[src/rtl/dmem_arb_pkg.sv]
// Shared types for the data-memory port arbiter: FSM states, requester ids,
// the latched memory command and the alignment rule.
package dmem_arb_pkg;

  typedef enum logic [1:0] {
    IDLE  = 2'd0,
    ISSUE = 2'd1,
    HOLD  = 2'd2
  } arb_state_e;

  typedef enum logic {
    REQ_C = 1'b0,
    REQ_L = 1'b1
  } req_id_e;

  // "byte" is a keyword, so the byte-access flag is called byte_op.
  typedef struct packed {
    logic        write;
    logic        rdu;
    logic        byte_op;
    logic        hwrd;
    logic [31:0] addr;
    logic [31:0] wdata;
  } mem_cmd_t;

  // Byte wins over hwrd when both are set; bytes can never be misaligned.
  function automatic logic is_misaligned(input mem_cmd_t cmd);
    logic mis;
    if (cmd.byte_op) begin
      mis = 1'b0;
    end else if (cmd.hwrd) begin
      mis = cmd.addr[0];
    end else begin
      mis = |cmd.addr[1:0];
    end
    return mis;
  endfunction

endpackage

[src/rtl/dmem_arb_sel.sv]
// Winner select between CPU (C) and loader (L) with a starvation counter that
// forces L after MAX_WAIT consecutive contested wins by C.
module dmem_arb_sel
  import dmem_arb_pkg::*;
#(
  parameter int unsigned MAX_WAIT = 4
) (
  input  logic    i_clk,
  input  logic    i_rst,
  input  logic    i_c_req,
  input  logic    i_l_req,
  input  logic    i_take,
  output req_id_e o_winner
);

  logic [3:0] r_wait;

  always_comb begin
    o_winner = REQ_C;
    if (i_l_req && (!i_c_req || (r_wait >= 4'(MAX_WAIT)))) begin
      o_winner = REQ_L;
    end
  end

  // Only contested C wins count; any L win clears the history.
  always_ff @(posedge i_clk) begin
    if (i_rst) begin
      r_wait <= 4'd0;
    end else if (i_take && (i_c_req || i_l_req)) begin
      if (o_winner == REQ_L) begin
        r_wait <= 4'd0;
      end else if (i_l_req) begin
        r_wait <= r_wait + 4'd1;
      end
    end
  end

endmodule

[src/rtl/dmem_arb.sv]
// Two-requester arbiter for the single data-memory R/W port. One command in
// flight; reads keep the command on the port through the result cycle.
module dmem_arb
  import dmem_arb_pkg::*;
#(
  parameter int unsigned MAX_WAIT = 4
) (
  input  logic        i_clk,
  input  logic        i_rst,
  input  logic        i_c_req,
  input  logic        i_c_write,
  input  logic        i_c_byte,
  input  logic        i_c_hwrd,
  input  logic        i_c_rdu,
  input  logic [31:0] i_c_addr,
  input  logic [31:0] i_c_wdata,
  output logic        o_c_gnt,
  output logic        o_c_err,
  output logic        o_c_rvalid,
  output logic [31:0] o_c_rdata,
  input  logic        i_l_req,
  input  logic        i_l_write,
  input  logic        i_l_byte,
  input  logic        i_l_hwrd,
  input  logic        i_l_rdu,
  input  logic [31:0] i_l_addr,
  input  logic [31:0] i_l_wdata,
  output logic        o_l_gnt,
  output logic        o_l_err,
  output logic        o_l_rvalid,
  output logic [31:0] o_l_rdata,
  output logic        o_mem_write,
  output logic        o_mem_rdu,
  output logic        o_mem_byte,
  output logic        o_mem_hwrd,
  output logic [31:0] o_mem_addr,
  output logic [31:0] o_mem_wdata,
  input  logic [31:0] i_mem_result
);

  arb_state_e r_state;
  mem_cmd_t   r_cmd;
  req_id_e    r_id;
  logic       r_mis;
  logic       r_drive;
  logic       r_mem_write;
  logic       r_c_gnt, r_l_gnt, r_c_err, r_l_err, r_c_rvalid, r_l_rvalid;

  mem_cmd_t   w_c_cmd, w_l_cmd, w_win_cmd;
  req_id_e    w_winner;
  logic       w_win_mis;
  logic       w_take;
  logic       w_live;

  assign w_c_cmd   = '{write: i_c_write, rdu: i_c_rdu, byte_op: i_c_byte,
                       hwrd: i_c_hwrd, addr: i_c_addr, wdata: i_c_wdata};
  assign w_l_cmd   = '{write: i_l_write, rdu: i_l_rdu, byte_op: i_l_byte,
                       hwrd: i_l_hwrd, addr: i_l_addr, wdata: i_l_wdata};
  assign w_win_cmd = (w_winner == REQ_L) ? w_l_cmd : w_c_cmd;
  assign w_win_mis = is_misaligned(w_win_cmd);
  assign w_take    = (r_state == IDLE);

  dmem_arb_sel #(
    .MAX_WAIT (MAX_WAIT)
  ) u_sel (
    .i_clk    (i_clk),
    .i_rst    (i_rst),
    .i_c_req  (i_c_req),
    .i_l_req  (i_l_req),
    .i_take   (w_take),
    .o_winner (w_winner)
  );

  always_ff @(posedge i_clk) begin
    if (i_rst) begin
      r_state     <= IDLE;
      r_cmd       <= '0;
      r_id        <= REQ_C;
      r_mis       <= 1'b0;
      r_drive     <= 1'b0;
      r_mem_write <= 1'b0;
      r_c_gnt     <= 1'b0;
      r_l_gnt     <= 1'b0;
      r_c_err     <= 1'b0;
      r_l_err     <= 1'b0;
      r_c_rvalid  <= 1'b0;
      r_l_rvalid  <= 1'b0;
    end else begin
      r_mem_write <= 1'b0;
      r_c_gnt     <= 1'b0;
      r_l_gnt     <= 1'b0;
      r_c_err     <= 1'b0;
      r_l_err     <= 1'b0;
      r_c_rvalid  <= 1'b0;
      r_l_rvalid  <= 1'b0;
      case (r_state)
        IDLE: begin
          if (i_c_req || i_l_req) begin
            r_cmd       <= w_win_cmd;
            r_id        <= w_winner;
            r_mis       <= w_win_mis;
            r_drive     <= 1'b1;
            r_mem_write <= w_win_cmd.write && !w_win_mis;
            r_c_gnt     <= (w_winner == REQ_C);
            r_l_gnt     <= (w_winner == REQ_L);
            r_c_err     <= (w_winner == REQ_C) && w_win_mis;
            r_l_err     <= (w_winner == REQ_L) && w_win_mis;
            r_state     <= ISSUE;
          end
        end
        ISSUE: begin
          if (r_mis || r_cmd.write) begin
            r_drive <= 1'b0;
            r_state <= IDLE;
          end else begin
            r_c_rvalid <= (r_id == REQ_C);
            r_l_rvalid <= (r_id == REQ_L);
            r_state    <= HOLD;
          end
        end
        default: begin
          r_drive <= 1'b0;
          r_state <= IDLE;
        end
      endcase
    end
  end

  // Gating by reset suppresses a write or rvalid in the very cycle reset arrives.
  assign w_live      = !i_rst;
  assign o_mem_write = w_live && r_mem_write;
  assign o_mem_rdu   = w_live && r_drive && r_cmd.rdu;
  assign o_mem_byte  = w_live && r_drive && r_cmd.byte_op;
  assign o_mem_hwrd  = w_live && r_drive && r_cmd.hwrd;
  assign o_mem_addr  = (w_live && r_drive) ? r_cmd.addr  : 32'd0;
  assign o_mem_wdata = (w_live && r_drive) ? r_cmd.wdata : 32'd0;

  assign o_c_gnt    = w_live && r_c_gnt;
  assign o_l_gnt    = w_live && r_l_gnt;
  assign o_c_err    = w_live && r_c_err;
  assign o_l_err    = w_live && r_l_err;
  assign o_c_rvalid = w_live && r_c_rvalid;
  assign o_l_rvalid = w_live && r_l_rvalid;
  assign o_c_rdata  = o_c_rvalid ? i_mem_result : 32'd0;
  assign o_l_rdata  = o_l_rvalid ? i_mem_result : 32'd0;

endmodule
[config.mk]
export PLATFORM = sky130hd
export DESIGN_NAME = dmem_arb
export DESIGN_NICKNAME = d
export VERILOG_FILES = /design/src/rtl/dmem_arb_pkg.sv /design/src/rtl/dmem_arb_sel.sv /design/src/rtl/dmem_arb.sv
export SDC_FILE = /design/constraint.sdc
export NUM_CORES = 1
export LEC_CHECK = 0
export CAP_MARGIN = 20
export CORE_AREA = 2 2 122 124
export DETAILED_ROUTE_END_ITERATION = 8
export DIE_AREA = 0 0 124 126
export DONT_BUFFER_PORTS = 1
export GPL_ROUTABILITY_DRIVEN = 0
export SYNTH_ARGS = -nofsm -noshare
export SYNTH_HDL_FRONTEND = slang
export SYNTH_HIERARCHICAL = 1
export SYNTH_SLANG_ARGS = --single-unit
export TNS_END_PERCENT = 50
[constraint.sdc]
create_clock -name i_clk -period 2.2 [get_ports i_clk]
set_input_delay 0.44 -clock i_clk [delete_from_list [all_inputs] [get_ports i_clk]]
set_output_delay 0.44 -clock i_clk [all_outputs]
set_load 0.01 [all_outputs]
=== Word level (Yosys, flattened, before mapping) ===
Index checks and enable logic that the tools add are counted.

* Output and inout bits: 138
* Flip-flop bits (word level): 84
* Word-level logic and storage cells: 74

* $add $sub $neg: 1
* Multiplexer cells: 16
* Equality and inequality tests: 3
* Magnitude comparators: 1
* Reduce and logical (&&, ||, !) cells: 30
* Bitwise gates (word level): 5

{| class="wikitable"
|+ Operator list
! cell !! number
|-
| two-way mux 32 bit || 4
|-
| two-way mux 68 bit || 1
|-
| logical AND 1 bit || 16
|-
| two-way mux 4 bit || 2
|-
| AND reduction 2 bit || 3
|-
| OR reduction 3 bit || 2
|-
| two-way mux 1 bit || 5
|-
| inverter 1 bit || 5
|-
| adder 4 x 1 -> 4 bit, second input constant || 1
|-
| greater-or-equal comparator 4 x 3 -> 1 bit, second input constant || 1
|-
| two-way mux 2 bit || 2
|-
| inequality test 2 bit, second input constant || 2
|-
| case mux 2 bit (2 select lines) || 1
|-
| logical NOT 1 bit || 3
|-
| logical OR 1 bit || 3
|-
| equality test 2 x 1 -> 1 bit, second input constant || 1
|-
| logical NOT 2 bit || 1
|-
| case mux 1 bit (2 select lines) || 1
|-
| nonzero test 2 bit || 1
|-
| OR reduction 2 bit || 1
|}

=== Logic depth before layout (Yosys ltp) ===
* Depth in word-level cells: 10
* Gate-level depth with buffers: 7
* Mapped depth without buffers: 5

=== By module ===
The synthesis kept the hierarchy.

{| class="wikitable"
|+ By module, submodules not included
! module !! cells an instance !! area each (µm²) !! instances
|-
| dmem_arb || 489 || 4,155.2 || 1
|-
| dmem_arb_sel || 15 || 190.2 || 1
|}

=== Worst setup path after synthesis ===
No wires, ideal clock.

* Path kind: in2reg
* From: input i_c_req
* To: register r_mem_write
* Setup time: 0.115 ns
* Stages on the path: 6
* Path slack: 0.339 ns
* Data arrival time: 1.746 ns
* Cell sequence: or3b_4 > and2_2 > buf_2 > or2_2 > o31a_1 > o21a_1

* Cells in the longest elaborated chain, start to end: 10

{| class="wikitable"
|+ RTL lines
! item !! RTL line !! text
|-
| from (decl) || dmem_arb.sv:10 || <nowiki>input logic i_c_req,</nowiki>
|-
| logical NOT 1 bit * || dmem_arb_sel.sv:20 || <nowiki>if (i_l_req && (!i_c_req || (r_wait >= 4'(MAX_WAIT)))) begin</nowiki>
|-
| logical OR 1 bit * || dmem_arb_sel.sv:20 ||
|-
| logical AND 1 bit * || dmem_arb_sel.sv:20 ||
|-
| two-way mux 1 bit * || dmem_arb_sel.sv:20 ||
|-
| net w_winner || dmem_arb.sv:50 || <nowiki>req_id_e w_winner;</nowiki>
|-
| two-way mux 68 bit * || dmem_arb.sv:59 || <nowiki>assign w_win_cmd = (w_winner == REQ_L) ? w_l_cmd : w_c_cmd;</nowiki>
|-
| OR reduction 2 bit || dmem_arb_pkg.sv:34 || <nowiki>mis = |cmd.addr[1:0];</nowiki>
|-
| two-way mux 1 bit || dmem_arb_pkg.sv:31 || <nowiki>end else if (cmd.hwrd) begin</nowiki>
|-
| two-way mux 1 bit || dmem_arb_pkg.sv:29 || <nowiki>if (cmd.byte_op) begin</nowiki>
|-
| logical NOT 1 bit || dmem_arb.sv:103 || <nowiki>r_mem_write <= w_win_cmd.write && !w_win_mis;</nowiki>
|-
| logical AND 1 bit * || dmem_arb.sv:103 ||
|-
| to (signal assigned) || dmem_arb.sv:103 ||
|-
| to (decl) || dmem_arb.sv:46 || <nowiki>logic r_mem_write;</nowiki>
|}

Mark *: on every way through the listed nets, which the timed path passes. The rest lies on a longest branch.
A chain may end at the register's enable or synchronous reset.

=== Worst setup path after layout ===
* From: register r_drive
* To: output o_mem_wdata[25]

* Cells in the longest elaborated chain, start to end: 2

{| class="wikitable"
|+ RTL lines
! item !! RTL line !! text
|-
| from (decl) || dmem_arb.sv:45 || <nowiki>logic r_drive;</nowiki>
|-
| from (signal assigned) || dmem_arb.sv:80 || <nowiki>r_drive <= 1'b0;</nowiki>
|-
| from (signal assigned) || dmem_arb.sv:102 || <nowiki>r_drive <= 1'b1;</nowiki>
|-
| from (signal assigned) || dmem_arb.sv:113 || <nowiki>r_drive <= 1'b0;</nowiki>
|-
| logical AND 1 bit || dmem_arb.sv:136 || <nowiki>assign o_mem_wdata = (w_live && r_drive) ? r_cmd.wdata : 32'd0;</nowiki>
|-
| two-way mux 32 bit || dmem_arb.sv:136 ||
|-
| to (decl) || dmem_arb.sv:37 || <nowiki>output logic [31:0] o_mem_wdata,</nowiki>
|}

No other way between the ends.

==> flow_summary.yaml <==
run_status:
  outcome: "finished clean"
critical_path:
  reg2reg_slack_ns: 0.43
  required_ns: 1.76
  end_kind: "primary output"
  critPathMaxFanout: 52
  arrival_ns: 1.55
  worst_setup_path_start_kind: "register"
  worstSetupPathType: "register to primary output"
  cp_slowest_cell: "nor2b_4"
  cp_slowest_stage_delay_ns: 0.37
  path_cells: "nor2b_4, buf_12, and2_1"
floorplanning:
  num_rows: 44
  die_x_um: 124
  die_h_um: 126
  coreArea_mm2: 0.0143
  ios: 310
  start_util_pct: 30.4
  die_area_mm2: 0.0156
yosys:
  synth_edf_count: 0
  synth_cells: 504
  ys_seq_elements: 84
  synth_top_area_share_pct: 38.7
  ys_warn_count: 6
  synth.avg_cell_area_um2: 8.62
  yosysMostFrequentCell: "and2_1"
  async_reset_ff_share_pct: 0
  ys.flop_type: "dfxtp_1"
  synth_area_leader_cell: "dfxtp_1"
  synthesis.area_mm2: 0.00435
  synthTopCellsByCount: "132 x and2_1, 84 x dfxtp_1, 68 x mux2i_1, 68 x nand2_1, 57 x o21ai_1"
  yosysSeqAreaShare_pct: 38.7
  netlist-cell-type-count: 34
  synth_area_leaders: "dfxtp_1 39%, and2_1 19%, mux2i_1 16%"
  syn_nets: 677
route:
  ant_nets: 0
  num_vias: 3396
  drt_pass1_iterations: 4
  wl_mm: 13.1
  wire_per_inst_um: 19.3
  drc: 0
  drtIter0Drc: 134
  vias_per_cell: 5.01
global_routing:
  grt_start_max_net_pins: 58
  grt_pass1_vias: 3411
  grt_overflow: 0
  track_usage_pct: 16.3
  antenna_found_initial: 1
  grt_pass1_wl_mm: 18.9
power_and_ir_drop:
  pwr-share-seq_pct: 46.6
  p_per_area_mw_per_mm2: 774
  power.internal_w: 0.00265
  pwr-share-comb_pct: 12.4
  power_switching_share_pct: 28.4
  clockPowerShare_pct: 40.9
  irDropWorstVdd_v: 0.000359
  p_sw_w: 0.00105
  leakagePower_nw: 1.85
clocking:
  cts_hold_buf: 0
  htree_levels: 3
  cts_buffer_depth: 2
  cts_buffers: 9
  clock_sinks: 84
  cts.repair.resized: 0
  post_cts_buffers: 0
  root_buffer: "clkbuf_16"
  clkTransAtPathRegs_ns: 0.07
  tritoncts: "built"
  clk_latency_ns: 0.35
sta:
  tightestPinTransition_ns: 0.600
  setup_tns_ns: 0
  setup_viol: 0
  fmax_mhz: 502
  hold_viol_final: 0
  period_needed_ns: 1.99
  fin_skew_ns: 0.00586
  final_max_slew_viol_count: 0
  rsz0062_at_grt: "no"
  slew_headroom_pct: 59.8
  post-route-period-util_pct: 90.6
placed_design:
  place_area_mm2: 0.00448
  dp.final_hpwl_mm: 10.3
  port-buffer-count: 0
finish:
  top_register: "r_cmd"
  drive_gt1_share_pct: 7.32
  fillers: 1512
  postLayoutCellArea_mm2: 0.00479
  nets: 660
  top_regs: "r_cmd: 68 flops, u_sel/r_wait: 4 flops, r_state: 2 flops"
  largest_reg_flops: 68
  area_delta_synth_final_pct: 10.2
run:
  drv_cap: 0
worst_hold_path:
  holdCritPathClass: "input pin to register"
cells by family after synthesis:
kind of cell | Yosys count | share of synthesized area (%)
simple gates | 231 | 29.5
flops | 84 | 38.7
compound gates | 79 | 10.3
mux | 68 | 15.7
buf+inv | 41 | 5.56
fa+ha+maj | 1 | 0.288
layout make-up:
cell class                 instances  area, um2  share of cell area (%)
multi-input combinational        379       2440                    50.9
sequential                        84       1680                    35.1
tap                              184        230                    4.81
clock buffer                       9        225                    4.70
timing repair buffer               9        118                    2.46
clock inverter                     7       76.3                    1.59
inverter                           4       15.0                   0.314
antenna                            2       5.00                   0.105
placed cells by master, fill, tap and decap left out, types with 2 or more instances in the layout:
master,instances
nor2b_1,6
clkbuf_16,9
nand4b_1,2
o21ai_1,57
and2_1,132
o21ai_0,10
nor2b_2,2
o2bb2ai_1,2
diode_2,2
buf_4,5
nor2_1,7
buf_12,4
mux2i_1,68
a21o_1,2
nand2_1,68
inv_8,3
nor3_1,3
inv_1,4
dfxtp_1,84
a21oi_1,2
clkinv_4,2
power by group through the flow:
stage | combinational (W) | sequential [W] | clock [W]
after floorplan | 0.000391 | 0.00174 | 0
after global placement | 0.000450 | 0.00176 | 0
after detailed placement | 0.000469 | 0.00176 | 0
after CTS | 0.000468 | 0.00173 | 0.00156
after global routing | 0.000517 | 0.00175 | 0.00163
final | 0.000461 | 0.00173 | 0.00152
critical path, delay by kind of cell (launching register included):
| family | cells | cell delay, ns |
|---|---|---|
| buf+inv | 1 | 0.25 |
| flops | 1 | 0.33 |
| simple gates | 2 | 0.63 |
worst paths after layout:
| check | startpoint | endpoint | cells past startpoint |
|---|---|---|---|
| worst max-delay path | r_drive | o_mem_wdata[25] | 3 |
| worst min-delay path | i_rst | r_drive | 1 |
| worst max register to register | u_sel/r_wait[3] | r_mem_write | 5 |
| worst min register to register | r_id | r_c_rvalid | 1 |
per-stage QoR:
step | util, % | worst slack (ns) | std cells | hold slack (ns) | total power (W)
after floorplan | - | 0.339 | 504 | 0.406 | 0.00213
after CTS | 33.4 | 0.162 | 676 | 0.151 | 0.00376
after detailed placement | 31.3 | 0.322 | 660 | 0.426 | 0.00223
final | 33.4 | 0.207 | 678 | 0.176 | 0.00371
after global placement | 31.3 | 0.342 | 660 | 0.423 | 0.00221
after global routing | 33.4 | 0.0623 | 678 | 0.160 | 0.00390
layer usage:
layer / up-vias / track usage (%) / part of all wire, %
met2: 187 / 30.5 / 55
met3: 26 / 4.30 / 7.2
met4: 0 / 8.66 / 4.4
li1: 1625 / - / -
met1: 1558 / 16.0 / 34
met5: - / 0 / 0
(Power assumes the default switching activity.)
